--- src/rtl/aes_inv_core_pkg.sv ---
`default_nettype none
// ============================================================================
//  Module      : aes_inv_core_pkg
//  Description : Shared widths, FSM encodings, Rcon constants and the
//                GF(2^8) / byte-permutation helpers for the AES-128 decrypter.
//  Revision    : 1.0 - initial release
// ============================================================================
package aes_inv_core_pkg;

    localparam int c_text_width      = 128;
    localparam int c_key_width       = 128;
    localparam int c_four_byte_width = 32;
    localparam int c_addr_width      = 8;

    localparam logic [2:0] c_aes_inv_idle   = 3'd0;
    localparam logic [2:0] c_aes_inv_kx_req = 3'd1;
    localparam logic [2:0] c_aes_inv_kx_upd = 3'd2;
    localparam logic [2:0] c_aes_inv_addk   = 3'd3;
    localparam logic [2:0] c_aes_inv_d_req  = 3'd4;
    localparam logic [2:0] c_aes_inv_d_upd  = 3'd5;
    localparam logic [2:0] c_aes_inv_done   = 3'd6;

    localparam logic [7:0] c_rcon_1  = 8'h01;
    localparam logic [7:0] c_rcon_2  = 8'h02;
    localparam logic [7:0] c_rcon_3  = 8'h04;
    localparam logic [7:0] c_rcon_4  = 8'h08;
    localparam logic [7:0] c_rcon_5  = 8'h10;
    localparam logic [7:0] c_rcon_6  = 8'h20;
    localparam logic [7:0] c_rcon_7  = 8'h40;
    localparam logic [7:0] c_rcon_8  = 8'h80;
    localparam logic [7:0] c_rcon_9  = 8'h1b;
    localparam logic [7:0] c_rcon_10 = 8'h36;

    function automatic logic [7:0] rcon(input logic [3:0] idx);
        case (idx)
            4'd1:    rcon = c_rcon_1;
            4'd2:    rcon = c_rcon_2;
            4'd3:    rcon = c_rcon_3;
            4'd4:    rcon = c_rcon_4;
            4'd5:    rcon = c_rcon_5;
            4'd6:    rcon = c_rcon_6;
            4'd7:    rcon = c_rcon_7;
            4'd8:    rcon = c_rcon_8;
            4'd9:    rcon = c_rcon_9;
            4'd10:   rcon = c_rcon_10;
            default: rcon = 8'h00;
        endcase
    endfunction

    function automatic logic [7:0] xtime(input logic [7:0] b);
        return {b[6:0], 1'b0} ^ (b[7] ? 8'h1b : 8'h00);
    endfunction

    function automatic logic [31:0] rot_word(input logic [31:0] w);
        return {w[23:0], w[31:24]};
    endfunction

    // One column: coefficients 0e/0b/0d/09 built from x2, x4, x8 multiples.
    function automatic logic [31:0] inv_mix_col(input logic [31:0] col);
        logic [7:0] a [4];
        logic [7:0] m9 [4];
        logic [7:0] mb [4];
        logic [7:0] md [4];
        logic [7:0] me [4];
        logic [7:0] x2, x4, x8;
        for (int i = 0; i < 4; i++) begin
            a[i]  = col[31-8*i -: 8];
            x2    = xtime(a[i]);
            x4    = xtime(x2);
            x8    = xtime(x4);
            m9[i] = x8 ^ a[i];
            mb[i] = x8 ^ x2 ^ a[i];
            md[i] = x8 ^ x4 ^ a[i];
            me[i] = x8 ^ x4 ^ x2;
        end
        return {me[0] ^ mb[1] ^ md[2] ^ m9[3],
                m9[0] ^ me[1] ^ mb[2] ^ md[3],
                md[0] ^ m9[1] ^ me[2] ^ mb[3],
                mb[0] ^ md[1] ^ m9[2] ^ me[3]};
    endfunction

    // Byte 4*c+r sits at bits [127-8*(4c+r) -: 8]; row r rotates right by r.
    function automatic logic [127:0] inv_shift_rows(input logic [127:0] s);
        logic [127:0] r;
        r = '0;
        for (int c = 0; c < 4; c++) begin
            for (int rw = 0; rw < 4; rw++) begin
                r[127-8*(4*c+rw) -: 8] = s[127-8*(4*((c+4-rw)%4)+rw) -: 8];
            end
        end
        return r;
    endfunction

endpackage
`default_nettype wire

--- src/rtl/aes_inv_core_inv_mixcolumns.sv ---
`default_nettype none
// ============================================================================
//  Module      : aes_inv_core_inv_mixcolumns
//  Description : Combinational InvMixColumns over a 128-bit column-major state.
//  Revision    : 1.0 - initial release
// ============================================================================
module aes_inv_core_inv_mixcolumns
    import aes_inv_core_pkg::*;
(
    input  logic [c_text_width-1:0] i_state,
    output logic [c_text_width-1:0] o_state
);

    for (genvar c = 0; c < 4; c++) begin : g_col
        assign o_state[127-32*c -: 32] = inv_mix_col(i_state[127-32*c -: 32]);
    end

endmodule
`default_nettype wire

--- src/rtl/aes_inv_core.sv ---
`default_nettype none
// ============================================================================
//  Module      : aes_inv_core
//  Description : Iterative AES-128 decrypter using external 1-cycle S-box ROMs.
//                Optional key cache (K10 reuse) enabled by AES_INV_KEY_CACHE_EN.
//  Revision    : 1.0 - initial release
// ============================================================================
module aes_inv_core
    import aes_inv_core_pkg::*;
#(
    parameter int ADDR_W = c_addr_width
) (
    input  logic                         clk_i,
    input  logic                         rst_ni,
    input  logic                         start_i,
    input  logic [c_text_width-1:0]      cyphertext_i,
    input  logic [c_key_width-1:0]       key_i,
    output logic [c_text_width-1:0]      inv_sbox_o,
    input  logic [c_text_width-1:0]      inv_sbox_i,
    output logic [c_four_byte_width-1:0] W3_o,
    input  logic [c_four_byte_width-1:0] W3_i,
    output logic [c_text_width-1:0]      plaintext_o,
    output logic                         done_o,
    output logic                         busy_o,
    output logic [ADDR_W-1:0]            pc_o
);

    logic [2:0]                   r_fsm;
    logic [3:0]                   r_rnd;
    logic [c_text_width-1:0]      r_state;
    logic [c_key_width-1:0]       r_key;

    logic [31:0]                  w_w0, w_w1, w_w2, w_w3, w_w3_inv, w_fwd_t;
    logic                         w_dec_phase;
    logic                         w_hit;
    logic [c_key_width-1:0]       w_ck_k10;
    logic [c_key_width-1:0]       w_fwd_key, w_inv_key;
    logic [c_text_width-1:0]      w_add, w_mix, w_next_state;

    assign {w_w0, w_w1, w_w2, w_w3} = r_key;
    assign w_w3_inv    = w_w3 ^ w_w2;
    assign w_dec_phase = (r_fsm == c_aes_inv_d_req) || (r_fsm == c_aes_inv_d_upd);

    // ROM addresses come straight from registers so the read lands one cycle later.
    assign W3_o       = rot_word(w_dec_phase ? w_w3_inv : w_w3);
    assign inv_sbox_o = inv_shift_rows(r_state);

    assign w_fwd_t      = W3_i ^ {rcon(r_rnd + 4'd1), 24'h000000};
    assign w_fwd_key    = {w_w0 ^ w_fwd_t,
                           w_w1 ^ w_w0 ^ w_fwd_t,
                           w_w2 ^ w_w1 ^ w_w0 ^ w_fwd_t,
                           w_w3 ^ w_w2 ^ w_w1 ^ w_w0 ^ w_fwd_t};
    assign w_inv_key    = {w_w0 ^ W3_i ^ {rcon(r_rnd), 24'h000000},
                           w_w0 ^ w_w1, w_w1 ^ w_w2, w_w3_inv};
    assign w_add        = inv_sbox_i ^ w_inv_key;
    assign w_next_state = (r_rnd > 4'd1) ? w_mix : w_add;

    aes_inv_core_inv_mixcolumns u_inv_mix (
        .i_state (w_add),
        .o_state (w_mix)
    );

`ifdef AES_INV_KEY_CACHE_EN
    logic                   r_ck_valid;
    logic [c_key_width-1:0] r_ck_key;
    logic [c_key_width-1:0] r_ck_k10;

    assign w_hit    = r_ck_valid && (key_i == r_ck_key);
    assign w_ck_k10 = r_ck_k10;

    // Valid only once a full expansion of r_ck_key has reached ADDK.
    always_ff @(posedge clk_i or negedge rst_ni) begin
        if (!rst_ni) begin
            r_ck_valid <= 1'b0;
            r_ck_key   <= '0;
            r_ck_k10   <= '0;
        end else if ((r_fsm == c_aes_inv_idle) && start_i && !w_hit) begin
            r_ck_valid <= 1'b0;
            r_ck_key   <= key_i;
        end else if (r_fsm == c_aes_inv_addk) begin
            r_ck_valid <= 1'b1;
            r_ck_k10   <= r_key;
        end
    end
`else
    assign w_hit    = 1'b0;
    assign w_ck_k10 = '0;
`endif

    always_ff @(posedge clk_i or negedge rst_ni) begin
        if (!rst_ni) begin
            r_fsm       <= c_aes_inv_idle;
            r_rnd       <= 4'd0;
            r_state     <= '0;
            r_key       <= '0;
            plaintext_o <= '0;
            done_o      <= 1'b0;
            busy_o      <= 1'b0;
            pc_o        <= '0;
        end else begin
            done_o <= 1'b0;
            case (r_fsm)
                c_aes_inv_idle: begin
                    if (start_i) begin
                        r_state <= cyphertext_i;
                        r_rnd   <= 4'd0;
                        busy_o  <= 1'b1;
                        if (w_hit) begin
                            r_key <= w_ck_k10;
                            r_fsm <= c_aes_inv_addk;
                        end else begin
                            r_key <= key_i;
                            r_fsm <= c_aes_inv_kx_req;
                        end
                    end
                end
                c_aes_inv_kx_req: r_fsm <= c_aes_inv_kx_upd;
                c_aes_inv_kx_upd: begin
                    r_key <= w_fwd_key;
                    r_rnd <= r_rnd + 4'd1;
                    r_fsm <= (r_rnd == 4'd9) ? c_aes_inv_addk : c_aes_inv_kx_req;
                end
                c_aes_inv_addk: begin
                    r_state <= r_state ^ r_key;
                    r_rnd   <= 4'd10;
                    r_fsm   <= c_aes_inv_d_req;
                end
                c_aes_inv_d_req: r_fsm <= c_aes_inv_d_upd;
                c_aes_inv_d_upd: begin
                    r_key   <= w_inv_key;
                    r_state <= w_next_state;
                    r_rnd   <= r_rnd - 4'd1;
                    if (r_rnd == 4'd1) begin
                        r_fsm       <= c_aes_inv_done;
                        plaintext_o <= w_next_state;
                        done_o      <= 1'b1;
                        pc_o        <= pc_o + ADDR_W'(1);
                    end else begin
                        r_fsm <= c_aes_inv_d_req;
                    end
                end
                c_aes_inv_done: begin
                    busy_o <= 1'b0;
                    r_fsm  <= c_aes_inv_idle;
                end
                default: r_fsm <= c_aes_inv_idle;
            endcase
        end
    end

endmodule
`default_nettype wire

--- config.mk ---
export PLATFORM = sky130hd
export DESIGN_NAME = aes_inv_core
export DESIGN_NICKNAME = d
export VERILOG_FILES = /design/src/rtl/aes_inv_core_pkg.sv /design/src/rtl/aes_inv_core_inv_mixcolumns.sv /design/src/rtl/aes_inv_core.sv
export SDC_FILE = /design/constraint.sdc
export NUM_CORES = 2
export LEC_CHECK = 0
export CORE_AREA = 2 2 276 278
export CTS_BUF_LIST = sky130_fd_sc_hd__clkbuf_4 sky130_fd_sc_hd__clkbuf_8
export DETAILED_ROUTE_END_ITERATION = 6
export DIE_AREA = 0 0 278 280
export PLACE_DENSITY = 0.73
export SLEW_MARGIN = 10
export SYNTH_ARGS = -nofsm -noshare
export SYNTH_HDL_FRONTEND = slang
export SYNTH_SLANG_ARGS = --single-unit
--- constraint.sdc ---
create_clock -name clk_i -period 3.59 [get_ports clk_i]
set_input_delay 0.718 -clock clk_i [delete_from_list [all_inputs] [get_ports clk_i]]
set_output_delay 0.718 -clock clk_i [all_outputs]
set_load 0.005 [all_outputs]
# After elaboration in Yosys (flattened, before gate mapping)
# Memories as Yosys holds them, arrays and structs flattened.
# Cells that the tools add are included.
[totals]
ff_bits = 401
latchBits = 0
mem_bits_rw = 0
romBits = 256
inputBits = 419
out_inout_bits = 298
word_cells = 305
n_memories = 2
[memory_table]
columns = ["memory", "words", "word_bits", "read_ports", "rd_ports_with_merged_regs", "wr", "line_no", "rtl"]
rows = [
  ["(no name shown)", 16, 8, 1, 0, 0, "aes_inv_core_pkg.sv:35", "case (idx)"],
  ["(no name shown)", 16, 8, 1, 0, 0, "aes_inv_core_pkg.sv:35", ""],
]
[op_classes]
n_addsub = 3
multipliers = 0
div_mod_pow = 0
magnitude_cmp = 1
eq_ne = 9
shifts = 0
muxes = 64
bitwise = 207
n_reduce_logical = 11
[ops]
columns = ["cell", "count"]
rows = [
  ["$xor A8 B8 Y8", 192],
  ["$pmux W128 S3", 2],
  ["$xor A32 B32 Y32", 13],
  ["$mux W128", 3],
  ["$xor A128 B128 Y128", 2],
  ["$mux W5", 48],
  ["$mux W32", 1],
  ["$pmux W3 S6", 1],
  ["$pmux W4 S4", 1],
  ["$reduce_and A2 Y1", 5],
  ["$eq A3 B3 Y1 const B", 3],
  ["$add A8 B1 Y8 const B", 1],
  ["$eq A3 B2 Y1 const B", 2],
  ["$reduce_bool A3 Y1", 2],
  ["$add A4 B1 Y4 const B", 1],
  ["$eq A4 B1 Y1 const B", 1],
  ["$eq A4 B4 Y1 const B", 1],
  ["$gt A4 B1 Y1 const B", 1],
  ["$mux W2", 2],
  ["$mux W4", 1],
  ["$reduce_bool A4 Y1", 1],
  ["$sub A4 B1 Y4 const B", 1],
  ["$eq A3 B1 Y1 const B", 1],
  ["$logic_not A3 Y1", 1],
  ["6 further kinds", 8],
]

# Depth between registers and ports, before layout
[depth]
ltp_word = 16
mapped_depth = 11
ltp_nobuf = 10

# Cells and area by module
# From an unflattened synthesis, not the netlist that was laid out.
[hier_totals]
cells_unflattened = 3961
area_unflattened_um2 = 34518.1
[modules_own_cells]
columns = ["module", "instances", "cells_per_inst", "area_per_inst_um2", "seq_area_each_um2"]
rows = [
  ["aes_inv_core", 1, 3114, 26730.6, 10034.6],
  ["aes_inv_core_inv_mixcolumns", 1, 847, 7787.5, 0.0],
]

# Worst setup path after synthesis
# Ideal clock, no wire load.
[synth_path]
path_type = "input-to-reg"
from = "in W3_i[10]"
to = "reg r_state[109]"
setup_time_ns = 0.119
arrival_ns = 3.222
t_required_ns = 3.471
slack_ns = 0.250
cell_stages = 9
path_buffers = 1
cell_sequence = "buf_2 -> xor3_1 -> xnor2_2 -> xnor3_1 -> xnor3_1 -> xnor3_1 -> a21oi_1 -> o21ai_1 -> o21a_1"
[synth_via]
elab_chain_len = 12
[synth_rtl]
columns = ["item", "line_no", "rtl"]
rows = [
  ["start, declared", "aes_inv_core.sv:21", "input logic [c_four_byte_width-1:0] W3_i,"],
  ["$xor A32 B32 Y32 (2 in a row)", "aes_inv_core.sv:53", "assign w_inv_key = {w_w0 ^ W3_i ^ {rcon(r_rnd), 24'h000000},"],
  ["$xor A128 B128 Y128", "aes_inv_core.sv:55", "assign w_add = inv_sbox_i ^ w_inv_key;"],
  ["$xor A8 B8 Y8 (3 in a row)", "aes_inv_core_pkg.sv:51", "return {b[6:0], 1'b0} ^ (b[7] ? 8'h1b : 8'h00);"],
  ["$xor A8 B8 Y8 (2 in a row)", "aes_inv_core_pkg.sv:74", "me[i] = x8 ^ x4 ^ x2;"],
  ["$xor A8 B8 Y8 (2 in a row)", "aes_inv_core_pkg.sv:78", "md[0] ^ m9[1] ^ me[2] ^ mb[3],"],
  ["$mux W128", "aes_inv_core.sv:56", "assign w_next_state = (r_rnd > 4'd1) ? w_mix : w_add;"],
  ["$pmux W128 S3", "aes_inv_core.sv:102", "case (r_fsm)"],
  ["end signal, assigned", "aes_inv_core.sv:105", "r_state <= cyphertext_i;"],
  ["end signal, assigned", "aes_inv_core.sv:124", "r_state <= r_state ^ r_key;"],
  ["end signal, assigned", "aes_inv_core.sv:131", "r_state <= w_next_state;"],
  ["end, declared", "aes_inv_core.sv:30", "logic [c_text_width-1:0] r_state;"],
]
# No other way between the ends.
# A chain may end at the register's enable or synchronous reset.

# Final worst setup path
[layout_path]
from = "reg r_key[70]"
to = "reg r_state[76]"
[layout_via]
elab_chain_len = 11
[layout_rtl]
columns = ["item", "line_no", "rtl"]
rows = [
  ["start, declared", "aes_inv_core.sv:31", "logic [c_key_width-1:0] r_key;"],
  ["start signal, assigned", "aes_inv_core.sv:109", "r_key <= w_ck_k10;"],
  ["start signal, assigned", "aes_inv_core.sv:112", "r_key <= key_i;"],
  ["start signal, assigned", "aes_inv_core.sv:119", "r_key <= w_fwd_key;"],
  ["$xor A32 B32 Y32", "aes_inv_core.sv:54", "w_w0 ^ w_w1, w_w1 ^ w_w2, w_w3_inv};"],
  ["$xor A128 B128 Y128", "aes_inv_core.sv:55", ""],
  ["$xor A8 B8 Y8", "aes_inv_core_pkg.sv:51", ""],
  ["$mux W5", "aes_inv_core_pkg.sv:51", ""],
  ["$xor A8 B8 Y8 (2 in a row)", "aes_inv_core_pkg.sv:51", ""],
  ["$xor A8 B8 Y8 (2 in a row)", "aes_inv_core_pkg.sv:72", "mb[i] = x8 ^ x2 ^ a[i];"],
  ["$xor A8 B8 Y8", "aes_inv_core_pkg.sv:78", ""],
  ["$mux W128", "aes_inv_core.sv:56", ""],
  ["$pmux W128 S3", "aes_inv_core.sv:102", ""],
]
# No other way between the ends.

==> flow_metrics.env <==
export IMPL_slew_violations=0
export IMPL_synthArstFlopShare_pct=100
export IMPL_r2r_cells=8
export IMPL_ys_ff_latch=401
export IMPL_start_kind="flip-flop"
export IMPL_skew_ps=49.8
export IMPL_r2r_end="r_state[76]"
export IMPL_ant_nets=0
export IMPL_dpl_cell_area_mm2=0.0476
export IMPL_setup_viol=0
export IMPL_cts_tree="built"
export IMPL_synth_top_flop_cell="dfrtp_1"
export IMPL_htreeDepth=3
export IMPL_coreArea_mm2=0.0752
export IMPL_slew_headroom_pct=30.3
export IMPL_netlist_area_mm2=0.0351
export IMPL_grt_antenna_before_repair=17
export IMPL_synth_distinct_cells=55
export IMPL_cts_setup_buffers=0
export IMPL_required_ps=4220
export IMPL_io_buffers=716
export IMPL_nets=5413
export IMPL_cap_violations=0
export IMPL_place_congestion=1.06
export IMPL_syn_avg_cell_area_um2=9.08
export IMPL_seq_area_mm2=0.0100
export IMPL_yosys_mux_area_fraction_pct=1.63
export IMPL_vias=36600
export IMPL_dp_hpwl_um=155000
export IMPL_via_per_inst=6.08
export IMPL_rsz0062_at_grt="no"
export IMPL_finalSetupTns_ps=0
export IMPL_synth_xor_area_share_pct=38.6
export IMPL_grt_pass1_vias=34900
export IMPL_drt_iter0_markers=5295
export IMPL_hold_violations=0
export IMPL_cts_root_buf="clkbuf_8"
export IMPL_clk_pin_slew_ps=60
export IMPL_synth_top_family_by_area="XOR/XNOR gates"
export IMPL_grt_usage_pct=49.0
export IMPL_synth_compound_area_share_pct=17.1
export IMPL_ys_warn_count=0
export IMPL_netlist_instances=3862
export IMPL_hold_end="pc_o[7]"
export IMPL_drtPass1Iterations=7
export IMPL_yosys_area_share_simple_pct=9.29
export IMPL_die_area_mm2=0.0778
export IMPL_insertion_delay_ps=720
export IMPL_multi_input_area_mm2=0.0236
export IMPL_ioPinCount=717
export IMPL_synth_adder_area_share_pct=0.357
export IMPL_fin_area_mm2=0.0494
export IMPL_fin_crit_ps=3580
export IMPL_worstHoldStart="pc_o[7]"
export IMPL_syn_nets=4291
export IMPL_core_rowCount=101
export IMPL_finish_utilization_pct=65.7
export IMPL_fin_crit_sh_pct=99.7
export IMPL_end_kind="flip-flop"
export IMPL_cts_buffers=80
export IMPL_syn_to_final_growth_pct=40.8
export IMPL_grt_ovfl_total=0
export IMPL_critPathArrivalTime_ps=4210
export IMPL_outcome="completed"
export IMPL_drcViolationCount=0
export IMPL_synth_seq_area_share_pct=28.6
export IMPL_r2r_setup_slack_ps=10
export IMPL_tightest_slew_ps=1040
export IMPL_fillers=6303
export IMPL_numClockSinks=401
export IMPL_clock_path_buffers=3
export IMPL_grt_pass1_wl_um=267000
export IMPL_synth_edf_count=0
export IMPL_timing_fmax_mhz=279
export IMPL_wl_um=196000
export IMPL_critical_path_class="reg2reg"
export IMPL_die_h_um=280
export IMPL_path_max_fanout=5
export IMPL_drive_gt1_share_pct=17.5
export IMPL_grt_max_degree=104
export IMPL_wl_per_cell_um=32.5
export IMPL_whs_path_depth=1
export IMPL_initial_utilization_pct=46.7
export IMPL_r2r_start="r_key[70]"
export IMPL_die_w_um=278
export IMPL_min_path_type="reg2reg"
-- layer usage --
layer  routed length, um  GRT usage, %  vias to the layer above
met3               29800          19.0                      512
met1               73800          64.2                    17800
met4               12600          27.2                        8
met5                  57             0                        -
met2               79800          69.0                     2873
li1                    -             -                    15400
-- cells in the final DEF, fill, tap and decap left out, types with 11 or more instances in the layout --
master and count:
clkdlybuf4s50_1 715, xnor2_1 649, buf_4 636, nand2_1 441
dfrtp_1 399, o21ai_0 394, xor2_1 356, a21oi_1 251
nor2_1 235, xnor3_1 139, clkbuf_8 99, a22oi_1 69
a221oi_1 63, mux2i_1 46, xor3_1 40, inv_1 39
o221ai_1 37, buf_12 34, a31oi_1 33, nand3_1 29
a211o_1 25, and3_1 25, a222oi_1 23, nand2b_1 22
clkbuf_4 22, nor3_1 20, xnor3_2 18, o21a_1 17
o211ai_1 15, xnor2_2 12, diode_2 11, clkinv_2 11
o22ai_1 11
-- cells in the mapped netlist (6+ instances only) --
cell type  instances  share of area [%]
a22oi_1           69                1.5
a211o_1           25               0.62
o21a_1            19               0.41
o221ai_1          37               0.92
xnor2_1          651                 16
xor3_1            40                2.7
mux2_2            10               0.32
o22ai_1           11               0.20
a21oi_1          251                3.6
inv_1             39               0.42
nor3_1            20               0.29
and3_1            25               0.45
xor2_1           356                8.9
xnor3_2           18                1.2
a21o_1             8               0.17
o21ai_0          394                5.6
nor2_1           242                2.6
a222oi_1          23               0.66
o211ai_1          15               0.32
dfrtp_1          401                 29
clkbuf_1         263                2.8
xnor3_1          139                8.9
a221o_1            8               0.23
xnor2_2           10               0.46
a311oi_1           7               0.17
a221oi_1          63                1.6
nor2b_1            6               0.11
nand3_1           29               0.41
nand2b_1          22               0.39
nand2_1          443                4.7
buf_1             20               0.21
ha_1              10               0.36
mux2i_1           46                1.3
a31oi_1           33               0.59
buf_2             61               0.87
-- registers in the layout, summed over array words and instances (netlist names) --
signal       cells
done_o           1
plaintext_o    128
r_key          128
pc_o             8
r_fsm            3
r_rnd            4
r_state        128
busy_o           1
-- through the flow --
step,worst slack [ps],hold WS (ps),instances
after floorplan,250,422,3862
after global placement,-299,452,5879
after detailed placement,-282,457,5879
after CTS,27.6,467,6019
after global routing,4.07,490,6026
final,10.5,465,6030
-- worst max-delay path: stages (launching register included) --
cell and delay [ps]:
dfrtp_1 860, xnor3_1 730, xnor3_1 440, xnor3_1 350
xor2_1 200, xnor3_1 250, mux2i_1 320, a221oi_1 150
a21oi_1 190
-- how the worst max path moves through the flow --
| stage | depth (start not counted) | slack (ps) | to | startpoint |
|---|---|---|---|---|
| floorplan | 9 | 250 | r_state[109] | W3_i[10] |
| global placement | 9 | -300 | r_state[109] | W3_i[10] |
| detailed placement | 9 | -280 | r_state[109] | W3_i[10] |
| CTS | 6 | 30 | W3_o[28] | r_fsm[2] |
| global route | 8 | 4 | r_state[76] | r_key[70] |
| finish | 8 | 10 | r_state[76] | r_key[70] |
-- what timing repair did --
action                                 4_1_cts  5_1_grt
pin swaps                                    0        0
hold buffers                                 1        0
resized for setup                            2        2
endpoints found under the hold margin       16        0
setup endpoints to repair                    4        2
-- cell type report --
| class | instances | area share [%] |
|---|---|---|
| repair buffers | 1387 | 25.6 |
| flip-flops and latches | 401 | 20.3 |
| clock buffers | 121 | 3.09 |
| multi-input cells | 3074 | 47.8 |
| clock inverters | 18 | 0.362 |
| inverters | 40 | 0.306 |
| diodes | 11 | 0.0557 |
| well taps | 978 | 2.48 |
-- logic make-up after synthesis --
logic type      after synthesis
simple gates                803
fa+ha+maj                    10
compound gates              988
xor+xnor                   1217
buf+inv                     387
mux                          56
flops                       401
Power is left out: the tool's default activity adds up to more than one toggle a clock period on the data nets, which glitch-free logic cannot reach.
